==> src/rtl/execute_stage.sv <==
// EX stage: ALU, branch resolution and a shift-add multiplier that holds the front end while it iterates.
// Single-cycle ops reach EX/MEM one edge later; a multiply occupies 16 stall cycles and lands on the 17th edge.
module execute_stage (
   input  logic        clk,
   input  logic        rst,
   input  logic [15:0] pc_plus_two,
   input  logic [15:0] read_data_1,
   input  logic [15:0] read_data_2,
   input  logic [15:0] immediate,
   input  logic        alu_src,
   input  logic        reg_dest,
   input  logic        branch,
   input  logic        mem_read,
   input  logic        mem_write,
   input  logic        mem_to_reg,
   input  logic        reg_write,
   input  logic [1:0]  alu_op,
   input  logic [2:0]  rt,
   input  logic [2:0]  rd,
   input  logic        flush,
   output logic        stall,
   output logic [15:0] O_alu_result,
   output logic [15:0] O_write_data,
   output logic [15:0] O_branch_target,
   output logic [2:0]  O_write_reg,
   output logic        O_zero,
   output logic        O_branch_taken,
   output logic        O_mem_read,
   output logic        O_mem_write,
   output logic        O_mem_to_reg,
   output logic        O_reg_write
);

   typedef enum logic {IDLE, MUL_BUSY} state_t;

   state_t      state;
   logic [3:0]  count;
   logic [15:0] acc;
   logic [15:0] mcand;
   logic [15:0] mplier;

   logic [15:0] op_a;
   logic [15:0] op_b;
   logic [3:0]  funct;
   logic        is_mul;
   logic [15:0] alu_result;
   logic [15:0] acc_next;
   logic [15:0] ex_result;
   logic        do_load;
   logic        do_bubble;

   assign op_a   = read_data_1;
   assign op_b   = alu_src ? immediate : read_data_2;
   assign funct  = immediate[3:0];
   assign is_mul = (alu_op == 2'b10) && (funct == 4'b1000);

   always_comb begin
      alu_result = 16'h0000;
      case (alu_op)
         2'b00: alu_result = op_a + op_b;
         2'b01: alu_result = op_a - op_b;
         2'b11: alu_result = {15'd0, $signed(op_a) < $signed(op_b)};
         default: begin
            case (funct)
               4'b0000: alu_result = op_a + op_b;
               4'b0001: alu_result = op_a - op_b;
               4'b0010: alu_result = op_a & op_b;
               4'b0011: alu_result = op_a | op_b;
               4'b0100: alu_result = op_a ^ op_b;
               4'b0101: alu_result = {15'd0, $signed(op_a) < $signed(op_b)};
               4'b0110: alu_result = op_a << op_b[3:0];
               4'b0111: alu_result = op_a >> op_b[3:0];
               default: alu_result = 16'h0000;
            endcase
         end
      endcase
   end

   // Multiplicand shifts left and multiplier right, so bit 0 of mplier is always the current LSB.
   assign acc_next  = acc + (mplier[0] ? mcand : 16'h0000);
   assign ex_result = (state == MUL_BUSY) ? acc_next : alu_result;

   assign stall = ((state == IDLE) && is_mul && !flush) ||
                  ((state == MUL_BUSY) && (count != 4'd15));

   always_comb begin
      do_load   = 1'b0;
      do_bubble = 1'b0;
      if (flush) begin
         do_bubble = 1'b1;
      end else if (state == IDLE) begin
         do_load   = !is_mul;
         do_bubble = is_mul;
      end else begin
         do_load   = (count == 4'd15);
      end
   end

   always_ff @(posedge clk or posedge rst) begin
      if (rst) begin
         state           <= IDLE;
         count           <= 4'd0;
         acc             <= 16'h0000;
         mcand           <= 16'h0000;
         mplier          <= 16'h0000;
         O_alu_result    <= 16'h0000;
         O_write_data    <= 16'h0000;
         O_branch_target <= 16'h0000;
         O_write_reg     <= 3'd0;
         O_zero          <= 1'b0;
         O_branch_taken  <= 1'b0;
         O_mem_read      <= 1'b0;
         O_mem_write     <= 1'b0;
         O_mem_to_reg    <= 1'b0;
         O_reg_write     <= 1'b0;
      end else begin
         if (flush) begin
            state <= IDLE;
            count <= 4'd0;
         end else if (state == IDLE) begin
            if (is_mul) begin
               mcand  <= read_data_1;
               mplier <= read_data_2;
               acc    <= 16'h0000;
               count  <= 4'd0;
               state  <= MUL_BUSY;
            end
         end else begin
            acc    <= acc_next;
            mcand  <= mcand << 1;
            mplier <= mplier >> 1;
            count  <= count + 4'd1;
            if (count == 4'd15) begin
               state <= IDLE;
            end
         end

         if (do_load) begin
            O_alu_result    <= ex_result;
            O_zero          <= (ex_result == 16'h0000);
            O_write_data    <= read_data_2;
            O_branch_target <= pc_plus_two + {immediate[14:0], 1'b0};
            O_write_reg     <= reg_dest ? rd : rt;
            O_branch_taken  <= branch && (read_data_1 == read_data_2);
            O_mem_read      <= mem_read;
            O_mem_write     <= mem_write;
            O_mem_to_reg    <= mem_to_reg;
            O_reg_write     <= reg_write;
         end else if (do_bubble) begin
            O_alu_result    <= 16'h0000;
            O_zero          <= 1'b0;
            O_write_data    <= 16'h0000;
            O_branch_target <= 16'h0000;
            O_write_reg     <= 3'd0;
            O_branch_taken  <= 1'b0;
            O_mem_read      <= 1'b0;
            O_mem_write     <= 1'b0;
            O_mem_to_reg    <= 1'b0;
            O_reg_write     <= 1'b0;
         end
      end
   end

endmodule

==> config.mk <==
export PLATFORM = sky130hd
export DESIGN_NAME = execute_stage
export DESIGN_NICKNAME = d
export VERILOG_FILES = /design/src/rtl/execute_stage.sv
export SDC_FILE = /design/constraint.sdc
export NUM_CORES = 1
export LEC_CHECK = 0
export ABC_AREA = 1
export CAP_MARGIN = 10
export CORE_MARGIN = 8
export CORE_UTILIZATION = 39
export CTS_CLUSTER_DIAMETER = 40
export DETAILED_ROUTE_END_ITERATION = 8
export SLEW_MARGIN = 20
export SYNTH_ARGS = -nofsm -noshare
export SYNTH_HDL_FRONTEND = slang
export SYNTH_SLANG_ARGS = --single-unit
==> constraint.sdc <==
create_clock -name clk -period 4.9 [get_ports clk]
set_input_delay 0.98 -clock clk [delete_from_list [all_inputs] [get_ports clk]]
set_output_delay 0.98 -clock clk [all_outputs]
set_load 0.02 [all_outputs]
Word level (Yosys, flattened, before mapping)
Index checks and enable logic that the tools add are counted.
Widths: inputs -> output; s select.
{"block": "classes", "n_addsub": 5, "magnitude_cmp": 1, "n_eq_ne": 14, "shifts": 2, "muxes": 36, "bitwise_logic": 5, "n_reduce_logical": 15}
{"operator": "$mux 16", "count": 13}
{"operator": "$pmux 16 s8", "count": 1}
{"operator": "$add 16x16->16", "count": 3}
{"operator": "$pmux 16 s3", "count": 1}
{"operator": "$and 16x16->16", "count": 1}
{"operator": "$eq 16x16->1", "count": 1}
{"operator": "$eq 4x3->1 const B", "count": 4}
{"operator": "$logic_not 16->1", "count": 1}
{"operator": "$lt 16x16->1", "count": 1}
{"operator": "$or 16x16->16", "count": 1}
{"operator": "$shl 16x4->16", "count": 1}
{"operator": "$shr 16x4->16", "count": 1}
{"operator": "$sub 16x16->16", "count": 1}
{"operator": "$xor 16x16->16", "count": 1}
{"operator": "$mux 1", "count": 15}
{"operator": "$mux 4", "count": 3}
{"operator": "$mux 3", "count": 3}
{"operator": "$eq 4x2->1 const B", "count": 2}
{"operator": "$eq 4x4->1 const B", "count": 2}
{"operator": "$logic_and 1x1->1", "count": 5}
{"operator": "$add 4x1->4 const B", "count": 1}
{"operator": "$eq 2x2->1 const B", "count": 2}
{"operator": "$eq 4x1->1 const B", "count": 1}
{"operator": "$logic_not 4->1", "count": 1}
{"operator": "other kinds (9)", "count": 12}
{"block": "word_totals", "ff_bits": 110, "inputBits": 82, "output_inout_bits": 58, "word_cells": 93}

Logic depth before layout (Yosys ltp)
Gate-level depths: netlist (run 1).
{"block": "logic_depth", "word_depth": 7, "mapped_depth": 25, "ltp_nobuf": 24}

Worst setup path after synthesis (run 1)
Ideal clock, no wire load.
{"block": "synth_path", "path_type": "input to register", "startpoint": "input alu_src", "endpoint": "register O_zero", "setup_time_ps": 66, "t_arrival_ps": 3281, "required_ps": 4834, "slack_ps": 1554, "path_stages": 23, "path_buffers": 1, "path_cell_list": "inv_2 > nand2_4 > nand2_4 > buf_8 > ha_1 > inv_1 > fa_1 > nand3b_1 > nand2_1 > nand2_1 > nand2_1 > nand2_1 > nand2_1 > nand2_1 > nand3_1 > nand4_1 > nand2_1 > nand2_1 > nor2_1 > nand2_1 > nor2_1 > nand3_1 > nand2_1"}
{"block": "synth_between", "elab_chain_len": 7, "word_cells_on_any_way": 14, "classes_between": "add/sub (2); order compare (1); shift (2); mux (5); bitwise (3); reduce/logical (1)"}
{"element": "start: declaration", "line": "10", "text": "input logic alu_src,"}
{"element": "$mux 16 (*)", "line": "53", "text": "assign op_b = alu_src ? immediate : read_data_2;"}
{"element": "$sub 16x16->16 (tied with other cells)", "line": "61, 66"}
{"element": "$pmux 16 s8", "line": "64", "text": "case (funct)"}
{"element": "$pmux 16 s3 (*)", "line": "59", "text": "case (alu_op)"}
{"element": "$mux 16 (*)", "line": "81", "text": "assign ex_result = (state == MUL_BUSY) ? acc_next : alu_result;"}
{"element": "$logic_not 16->1 (*)", "line": "140", "text": "O_zero <= (ex_result == 16'h0000);"}
{"element": "$mux 1 (*)", "line": "138", "text": "if (do_load) begin"}
{"element": "end signal: assignment", "line": "140"}
{"element": "end: declaration", "line": "26", "text": "output logic O_zero,"}
Every way passes the cells marked *; elsewhere a longest branch is shown, timed or not.
A chain may end at the register's enable or synchronous reset.

Final worst setup path (run 1)
{"block": "layout_path", "startpoint": "input alu_op[1]", "endpoint": "output stall"}
{"block": "layout_between", "elab_chain_len": 5}
{"element": "start: declaration", "line": "17", "text": "input logic [1:0] alu_op,"}
{"element": "$eq 2x2->1", "line": "55", "text": "assign is_mul = (alu_op == 2'b10) && (funct == 4'b1000);"}
{"element": "$logic_and 1x1->1", "line": "55"}
{"element": "$logic_and 1x1->1 (2 in a row)", "line": "83", "text": "assign stall = ((state == IDLE) && is_mul && !flush) ||"}
{"element": "$logic_or 1x1->1", "line": "83"}
{"element": "end: declaration", "line": "21", "text": "output logic stall,"}
Every way passes these cells.

==> results of run 1 <==
-- cell families (layout without fill, tap and decap cells) --
logic type      count (synthesis)  after routing  synth area share, %
fa+ha+maj                      94             94                 11.0
compound gates                297            297                 16.3
buf+inv                       266            416                 10.0
simple gates                  916            916                 36.1
flops                         110            110                 25.1
xor+xnor                       17             17                 1.36
-- worst max-delay path: stages --
cell and delay [ns]:
clkdlybuf4s50_1 0.61, inv_1 0.26, nor2_2 0.20, nand2_1 0.09, nor2_1 0.12, inv_1 0.08
nor2_1 0.12, nand2_1 0.15, nand2_1 0.10, clkdlybuf4s50_1 0.61
-- placed cells by master (no fill, tap or decap), types with 3 or more instances in the layout --
| cell | instances |
|---|---|
| a21boi_0 | 3 |
| a21oi_1 | 72 |
| a221oi_1 | 5 |
| a22o_1 | 18 |
| a31oi_1 | 33 |
| a32o_1 | 11 |
| and2_1 | 3 |
| buf_4 | 61 |
| clkbuf_16 | 9 |
| clkdlybuf4s50_1 | 139 |
| dfrtp_1 | 110 |
| fa_1 | 4 |
| ha_1 | 90 |
| inv_1 | 192 |
| inv_2 | 5 |
| inv_8 | 4 |
| nand2_1 | 457 |
| nand2_2 | 10 |
| nand3_1 | 228 |
| nand3_2 | 8 |
| nand3b_1 | 3 |
| nand4_1 | 22 |
| nor2_1 | 150 |
| nor3_1 | 14 |
| o211ai_1 | 4 |
| o21ai_0 | 109 |
| o21ai_1 | 6 |
| o21ai_2 | 3 |
| o21bai_1 | 6 |
| o22ai_1 | 16 |
| or2_2 | 14 |
| xnor2_1 | 8 |
| xor2_1 | 9 |
-- per-stage QoR --
stage / worst slack [ns] / cell area (um2)
after global placement: 0.322 / 12900
after detailed placement: 0.388 / 12900
after CTS: 0.587 / 13200
after global routing: 0.449 / 13200
final: 0.593 / 13200
after floorplan: 1.02 / 11000
-- per-layer routing --
layer / global-route usage [%] / up-vias
met3: 6.56 / 88
met4: 9.95 / 2
li1: - / 5922
met5: 0 / -
met1: 38.7 / 5900
met2: 43.6 / 552
-- cells in the mapped netlist, types with 4 or more instances --
| library cell | count |
|---|---|
| buf_2 | 6 |
| inv_1 | 193 |
| nand2_2 | 10 |
| o21ai_0 | 109 |
| inv_2 | 5 |
| xnor2_1 | 8 |
| clkbuf_1 | 46 |
| nand4_1 | 22 |
| nor3_1 | 14 |
| a221oi_1 | 5 |
| dfrtp_1 | 110 |
| nand3_2 | 8 |
| nand3_1 | 228 |
| o21ai_1 | 6 |
| buf_4 | 5 |
| xor2_1 | 9 |
| a32o_1 | 11 |
| or2_2 | 14 |
| nand2_1 | 457 |
| buf_6 | 8 |
| a22o_1 | 18 |
| o21bai_1 | 6 |
| a21oi_1 | 72 |
| o211ai_1 | 4 |
| a31oi_1 | 33 |
| o22ai_1 | 16 |
| ha_1 | 90 |
| fa_1 | 4 |
| nor2_1 | 150 |
-- final cells by class --
cell class / count / share of cell area (%)
Tap cell: 378 / 3.58
Sequential cell: 110 / 20.8
Timing Repair Buffer: 200 / 14.0
Clock inverter: 7 / 0.530
Multi-Input combinational cell: 1324 / 53.7
Inverter: 200 / 5.71
Clock buffer: 9 / 1.70
-- power groups by stage --
stage	sequential (mW)	clock [mW]	combinational, mW
2_1_floorplan	1.17	0	0.916
3_3_place_gp	1.14	0	1.47
3_5_place_dp	1.15	0	1.48
4_1_cts	1.13	0.768	1.49
5_1_grt	1.15	0.802	1.67
6_report	1.13	0.751	1.50
-- final timing paths --
check,from,endpoint,slack [ns]
min reg2reg,O_alu_result[5]$_DFFE_PP0P_,O_alu_result[5]$_DFFE_PP0P_,0.49
max in group asynchronous,rst,O_write_data[5]$_DFFE_PP0P_,2.89
max,alu_op[1],stall,0.59
min,O_alu_result[5]$_DFFE_PP0P_,O_alu_result[5]$_DFFE_PP0P_,0.49
max reg2reg,mplier[0]$_DFFE_PP0P_,O_zero$_DFFE_PP0P_,1.66
min in group asynchronous,rst,acc[15]$_DFFE_PP0P_,1.16
==> flow_summary.json, run 1 <==
{
  "drc": 0,
  "io_pins": 140,
  "post_cts_resized": 0,
  "crit_type": "input port to output pin",
  "async_flop_share_pct": 100,
  "ys.warnings.count": 0,
  "diodes": 0,
  "synthTopCellsByArea": "dfrtp_1, nand2_1, nand3_1, ha_1, inv_1",
  "placed_cells": 2212,
  "wl_um": 48400,
  "share_comb_of_total_power_pct": 44.4,
  "worst_slew_pin_slew_ns": 1.17,
  "io_buffers": 139,
  "postCtsHoldBufs": 0,
  "clk_pin_slew_ns": 0.08,
  "clock_power_share_pct": 22.2,
  "ff2ff_path_depth": 17,
  "min_period_ns": 4.31,
  "drive_gt1_share_pct": 6.86,
  "power_density_mw_per_mm2": 256,
  "area.growth.synth_to_final_pct": 20.8,
  "dieArea_mm2": 0.0337,
  "end_kind": "output pin",
  "grt_first_pass_wirelength_um": 73500,
  "cts_max_level": 3,
  "cts.sinks": 110,
  "antenna_found_initial": 1,
  "synth_edf_count": 0,
  "power_mw": 3.39,
  "hpwl_um": 39000,
  "place.gp.congestion": 1.04,
  "wl_met2_um": 20800,
  "slew_headroom_pct": 22.0,
  "hold_viol": 0,
  "synth_top_area_cell": "dfrtp_1",
  "cts_buffers": 9,
  "grt_pass1_vias": 11800,
  "grt-ovfl-total": 0,
  "p_int_mw": 1.95,
  "fillers": 2958,
  "layoutNonFillerInstCount": 2228,
  "p_sw_share_pct": 42.5,
  "cts_setup_buffers": 0,
  "fp.dieH_um": 184,
  "synth-seq-cells": 110,
  "wl_met3_um": 4350,
  "final_util_pct": 47.7,
  "maxCapViolCount": 0,
  "antenna_left": 0,
  "grt.total_usage_pct": 28.5,
  "ys.flop_type": "dfrtp_1",
  "postSynthAreaPerCell_um2": 6.44,
  "period_share_pct": 87.9,
  "drt-met1-wl_um": 21500,
  "run_status": "finished, final reports clean",
  "dr.pass1.iters": 6,
  "cp-start-kind": "input port",
  "cts_tree": "built",
  "arrival_ns": 3.33,
  "drt-initial-drc-count": 1124,
  "whs_ns": 0.489,
  "seq_area_frac_synth_pct": 25.1,
  "via_count": 12500,
  "avgRoutedWirePerCell_um": 21.7,
  "nNetsFinal": 2021,
  "ir_worst_vdd_mv": 0.188,
  "cp_data_required_time_ns": 3.92,
  "fmax_mhz": 232,
  "setup_viol": 0,
  "synth_top_area_share_pct": 25.1,
  "grt_setup_unrepaired": "no",
  "core_area_mm2": 0.0277,
  "multiInputGateArea_mm2": 0.00710,
  "finalClockSkew_ns": 0.00658,
  "hold_path_depth": 1,
  "die_x_um": 184,
  "switching_power_mw": 1.44,
  "clock-root-buffer": "clkbuf_16",
  "start_util_pct": 39.5,
  "ys_types": 49,
  "seqCellArea_mm2": 0.00275,
  "maxSlewViolCount": 0,
  "leakage_nw": 6.57,
  "netlist_instances": 1700,
  "synth_nets": 1876,
  "grt_max_degree": 71,
  "syn_area_mm2": 0.0110,
  "worstPathMaxFanout": 6,
  "rows": 61,
  "seqPwrFrac_pct": 33.4,
  "hold_class": "register to register",
  "via_per_inst": 5.59,
  "cts_max_path_buffers": 2,
  "top_layer": "met5",
  "clock_latency_ns": 0.37,
  "fin_tns_setup_ns": 0
}
No activity file was read; power rests on OpenSTA's default activity.
==> run 2: changes to the inputs <==
clock period = 4.4 ns   (was 4.9 ns; I/O delays follow)
==> run 2 against run 1 <==
  * Worst setup slack got worse by 0.42 ns
  * Critical path type is now input port to register
  * Cell area is 1.9% higher
  * Largest power group unchanged
  * Power rose by 13%
  * Highest routed layer is now met4
  * Combinational power grew 15%
  * Global-route usage rose by 0.077 points
  * Routed wire length fell by 0.21%
  * Hold slack got worse by 0.0062 ns
  * Critical endpoint is now O_zero$_DFFE_PP0P_
  * Utilization is 0.93 points higher
  * Die area is the same
==> flow_summary.json, run 2 (synthesis gave the netlist of run 1 again) <==
{
  "pre_cts_slack_ns": -0.410,
  "die_x_um": 184,
  "worstPathMaxFanout": 14,
  "antenna_found_initial": 0,
  "drive_gt1_share_pct": 8.36,
  "hold_viol": 0,
  "run_status": "finished, final reports clean",
  "rows": 61,
  "final_util_pct": 48.7,
  "r2r_start": "mplier[0]$_DFFE_PP0P_",
  "core_area_mm2": 0.0277,
  "place.gp.congestion": 1.02,
  "dr.pass1.iters": 6,
  "cts_buffers": 9,
  "hpwl_um": 39700,
  "final_cell_mix": "nand2_1, nand3_1, inv_1, nor2_1, clkdlybuf4s50_1",
  "grt_setup_unrepaired": "no",
  "io_pins": 140,
  "clk_pin_slew_ns": 0.07,
  "cp-start-kind": "input port",
  "ff2ff_setup_slack_ns": 1.31,
  "fillers": 2945,
  "grt_max_degree": 54,
  "power_density_mw_per_mm2": 285,
  "min_period_ns": 4.23,
  "ir_worst_vdd_mv": 0.216,
  "cts_setup_buffers": 0,
  "leakage_nw": 6.71,
  "grt_first_pass_wirelength_um": 73600,
  "setup_viol": 0,
  "ff2ff_path_depth": 19,
  "wl_um": 48300,
  "arrival_ns": 4.53,
  "end_kind": "register",
  "cts_max_path_buffers": 2,
  "nNetsFinal": 2049,
  "clock-root-buffer": "clkbuf_16",
  "diodes": 0,
  "slew_headroom_pct": 48.5,
  "via_count": 12500,
  "holdPathEnd": "O_alu_result[12]$_DFFE_PP0P_",
  "hold_class": "register to register",
  "postCtsHoldBufs": 0,
  "finalClockSkew_ns": 0.0102,
  "reg2reg_to": "O_zero$_DFFE_PP0P_",
  "place_area_mm2": 0.0132,
  "cts.sinks": 110,
  "cts_tree": "built",
  "fin_tns_setup_ns": 0,
  "cts_max_level": 3,
  "area.growth.synth_to_final_pct": 23.1,
  "antenna_left": 0,
  "hold_path_depth": 2,
  "layout_setup_ws_ns": 0.168,
  "final_common_cell": "nand2_1",
  "layoutNonFillerInstCount": 2256,
  "whs_ns": 0.482,
  "grt_pass1_vias": 12000,
  "placed_cells": 2240,
  "maxCapViolCount": 0,
  "power_mw": 3.84,
  "via_per_inst": 5.55,
  "design_area_mm2": 0.0135,
  "fp.dieH_um": 184,
  "dieArea_mm2": 0.0337,
  "crit_start": "alu_src",
  "hp-start": "O_alu_result[12]$_DFFE_PP0P_",
  "maxSlewViolCount": 0,
  "fmax_mhz": 236,
  "grt-ovfl-total": 0,
  "cp_data_required_time_ns": 4.70,
  "clock_latency_ns": 0.37,
  "start_util_pct": 39.5,
  "drc": 0,
  "io_buffers": 139,
  "worst_slew_pin_slew_ns": 0.772,
  "period_share_pct": 96.2,
  "avgRoutedWirePerCell_um": 21.4,
  "drt-initial-drc-count": 1251,
  "crit_type": "input port to register",
  "grt.total_usage_pct": 28.5
}
==> run 2: cell count changes in the layout (fill, tap and decap cells not counted), moves of 2 or more <==
cell / before / now
inv_8: 4 / 2
buf_4: 61 / 86
buf_12: 0 / 3
clkinv_4: 0 / 2
==> run 2: layer usage <==
metal	global-route usage [%]	vias up	wire length (um)
li1	-	5994	-
met3	5.87	87	4030
met5	0	-	0
met4	10.4	0	1780
met1	38.3	5898	21100
met2	44.7	548	21400
==> run 2: final cells by class <==
class	count	area (um2)	share of cell area [%]
Sequential cell	110	2750	20.4
Tap cell	378	473	3.51
Inverter	200	756	5.61
Clock buffer	9	225	1.67
Timing Repair Buffer	228	2100	15.6
Multi-Input combinational cell	1324	7110	52.7
Clock inverter	7	73.8	0.548
==> run 2: critical path: stages <==
cell and delay, ns:
clkdlybuf4s50_1 0.59, inv_2 0.16, or2_2 0.29, o21ai_1 0.35, ha_1 0.48, nor2_2 0.27, nand3_1 0.16, nand3_1 0.23
nand2_1 0.11, nand3_1 0.08, nand3_1 0.08, o21ai_2 0.29, nand3_1 0.14, nor2_1 0.12, nand3_1 0.07, nor2_1 0.10
nand3_1 0.07, nand2_1 0.06
==> run 2: repair_timing <==
item	CTS	global route
endpoints found under the hold margin	0	0
pin swaps	0	0
setup endpoints to repair	1	1
gates resized for setup	1	2
==> run 2: how the worst max path moves through the flow <==
stage | cells after the start | to | slack [ns]
floorplan | 1 | O_alu_result[0]$_DFFE_PP0P_ | 0.62
global placement | 17 | O_zero$_DFFE_PP0P_ | -0.53
detailed placement | 17 | O_zero$_DFFE_PP0P_ | -0.41
CTS | 18 | O_zero$_DFFE_PP0P_ | 0.15
global route | 22 | O_zero$_DFFE_PP0P_ | 0.004
finish | 18 | O_zero$_DFFE_PP0P_ | 0.17
==> run 2: where the power goes <==
group	internal, mW	switching (mW)
Sequential	1.15	0.108
Combinational	0.645	1.08
Clock	0.405	0.453
==> run 3: changes to the inputs <==
CORE_UTILIZATION = 58   (was 39)
PLACE_DENSITY = 0.83   (was not set)
==> run 3 against run 2 <==
  * Hold slack worse by 0.0030 ns
  * Non-clock buffer count down 12
  * Routed wire length is 5.6% lower
  * Global-route usage is 9.3 points higher
  * Via count increased by 5.3%
  * Sequential power about the same
  * Cell area down 2.1%
  * Critical endpoint unchanged
  * Largest power group unchanged
  * Highest routed layer unchanged
==> flow_summary.json, run 3 (synthesis gave the netlist of run 1 again) <==
{
  "hold_viol": 0,
  "clock_latency_ns": 0.38,
  "crit_top_cell": "nand2_1",
  "drc": 0,
  "antenna_left": 0,
  "crit_path_max_incr_delay_ns": 0.47,
  "wl_um": 45600,
  "diodes": 0,
  "worst_slew_pin_slew_ns": 0.812,
  "grt.total_usage_pct": 37.8,
  "cts_max_level": 3,
  "cp.depth": 20,
  "drt-initial-drc-count": 1818,
  "nNetsFinal": 2037,
  "cts_tree": "built",
  "finalClockSkew_ns": 0.0126,
  "cts.sinks": 110,
  "dr.pass1.iters": 6,
  "setup_viol": 0,
  "r2r_start": "mplier[0]$_DFFE_PP0P_",
  "rows": 50,
  "antenna_found_initial": 0,
  "cp_data_required_time_ns": 4.71,
  "via_per_inst": 6.28,
  "leakage_nw": 6.65,
  "io_pins": 140,
  "path_buf_inv": 3,
  "die_x_um": 153,
  "final_common_cell": "nand2_1",
  "whs_ns": 0.479,
  "drive_gt1_share_pct": 7.72,
  "period_share_pct": 94.4,
  "io_buffers": 139,
  "maxCapViolCount": 0,
  "reg2reg_to": "O_zero$_DFFE_PP0P_",
  "endpoint": "O_zero$_DFFE_PP0P_",
  "clock-root-buffer": "clkbuf_16",
  "start_util_pct": 58.7,
  "cp-start-kind": "input port",
  "ff2ff_setup_slack_ns": 1.14,
  "final_cell_mix": "nand2_1, nand3_1, inv_1, nor2_1, clkdlybuf4s50_1",
  "maxSlewViolCount": 0,
  "worstPathMaxFanout": 13,
  "min_period_ns": 4.15,
  "grt-ovfl-total": 0,
  "area.growth.synth_to_final_pct": 20.5,
  "fin_tns_setup_ns": 0,
  "slowest_stage": "clkdlybuf4s50_1",
  "power_density_mw_per_mm2": 290,
  "cts_buffers": 9,
  "cp_cell_sequence": "clkdlybuf4s50_1 > buf_4 > buf_4 > o21ai_0 > ha_1 > nor2_1 > nand3_1 > nand2_1 > nand2_1 > nand3_1 > nand3_1 > nor2_1 > nand2_1 > nand2_1 > nand2_1 > nor2_1 > nand3_1 > nor2_1 > nand3_1 > nand2_1",
  "cts_setup_buffers": 0,
  "grt_first_pass_wirelength_um": 69700,
  "cts_max_path_buffers": 2,
  "run_status": "finished, final reports clean",
  "grt_use_met3_pct": 9.67,
  "clk_pin_slew_ns": 0.07,
  "fp.dieH_um": 153,
  "crit_type": "input port to register",
  "dieArea_mm2": 0.0235,
  "crit_start": "alu_src",
  "end_kind": "register",
  "arrival_ns": 4.46,
  "grt_max_degree": 63,
  "path_delay_family": "simple AND/OR/NAND/NOR gates",
  "globalRouteMet1Util_pct": 46.5,
  "busiest_layer": "met2",
  "use_met2_pct": 58.3,
  "via_count": 13200,
  "hold_class": "register to register",
  "avgRoutedWirePerCell_um": 21.7,
  "slew_headroom_pct": 45.8,
  "core_area_mm2": 0.0186,
  "place.gp.congestion": 1.14,
  "fmax_mhz": 241,
  "grt_setup_unrepaired": "no",
  "hpwl_um": 36500,
  "ir_worst_vdd_mv": 0.207,
  "grt_pass1_vias": 12400,
  "ff2ff_path_depth": 19
}
## run 3: changes by cell type in the layout (fill, tap and decap cells not counted), sizes merged
| cell | previous run | this run |
|---|---|---|
| clkinvlp | 0 | 1 |
| clkinv | 4 | 3 |
| buf | 89 | 77 |
## run 3: what timing repair did
item / CTS / global route
setup endpoints to repair: 0 / 1
resized for setup: 0 / 1
hold buffers: 0 / 0
## run 3: where the power goes
group	total [mW]	switching, mW	internal, mW
logic	1.70	1.07	0.624
clock network	0.862	0.453	0.409
registers	1.27	0.116	1.15
## run 3: per-stage QoR
step           cells  power (mW)  util, %  cell area (um2)  worst slack, ns
6_report        2100        3.83     70.8            13200            0.248
3_3_place_gp    2084        2.87     69.1            12900           -0.167
3_5_place_dp    2084        2.92     69.1            12900           -0.133
2_1_floorplan   1700        2.32        -            11000            0.618
5_1_grt         2100        4.03     70.8            13200           0.0610
4_1_cts         2100        3.78     70.8            13200            0.249
## run 3: cell type report
type | instances | area [um2]
fillers | 1551 | 5450
repair buffers | 216 | 1980
clock buffers | 9 | 225
clock inverters | 7 | 82.6
multi-input cells | 1324 | 7100
inverters | 200 | 756
flip-flops and latches | 110 | 2750
well taps | 234 | 293
## run 3: worst min-delay path by stage
stage                                start                           to  slack, ns  cells after the start
2_1_floorplan       mplier[15]$_DFFE_PP0P_       mplier[15]$_DFFE_PP0P_       0.45                      2
3_3_place_gp   O_alu_result[5]$_DFFE_PP0P_  O_alu_result[5]$_DFFE_PP0P_       0.46                      1
3_5_place_dp   O_alu_result[4]$_DFFE_PP0P_  O_alu_result[4]$_DFFE_PP0P_       0.46                      1
4_1_cts        O_alu_result[4]$_DFFE_PP0P_  O_alu_result[4]$_DFFE_PP0P_       0.48                      1
5_1_grt        O_alu_result[4]$_DFFE_PP0P_  O_alu_result[4]$_DFFE_PP0P_       0.49                      1
6_report       O_alu_result[4]$_DFFE_PP0P_  O_alu_result[4]$_DFFE_PP0P_       0.48                      1
## run 3: routing by layer
layer	vias up	part of all wire (%)
li1	5964	-
met1	6059	38
met2	972	43
met3	200	12
met4	0	7.5
met5	-	0
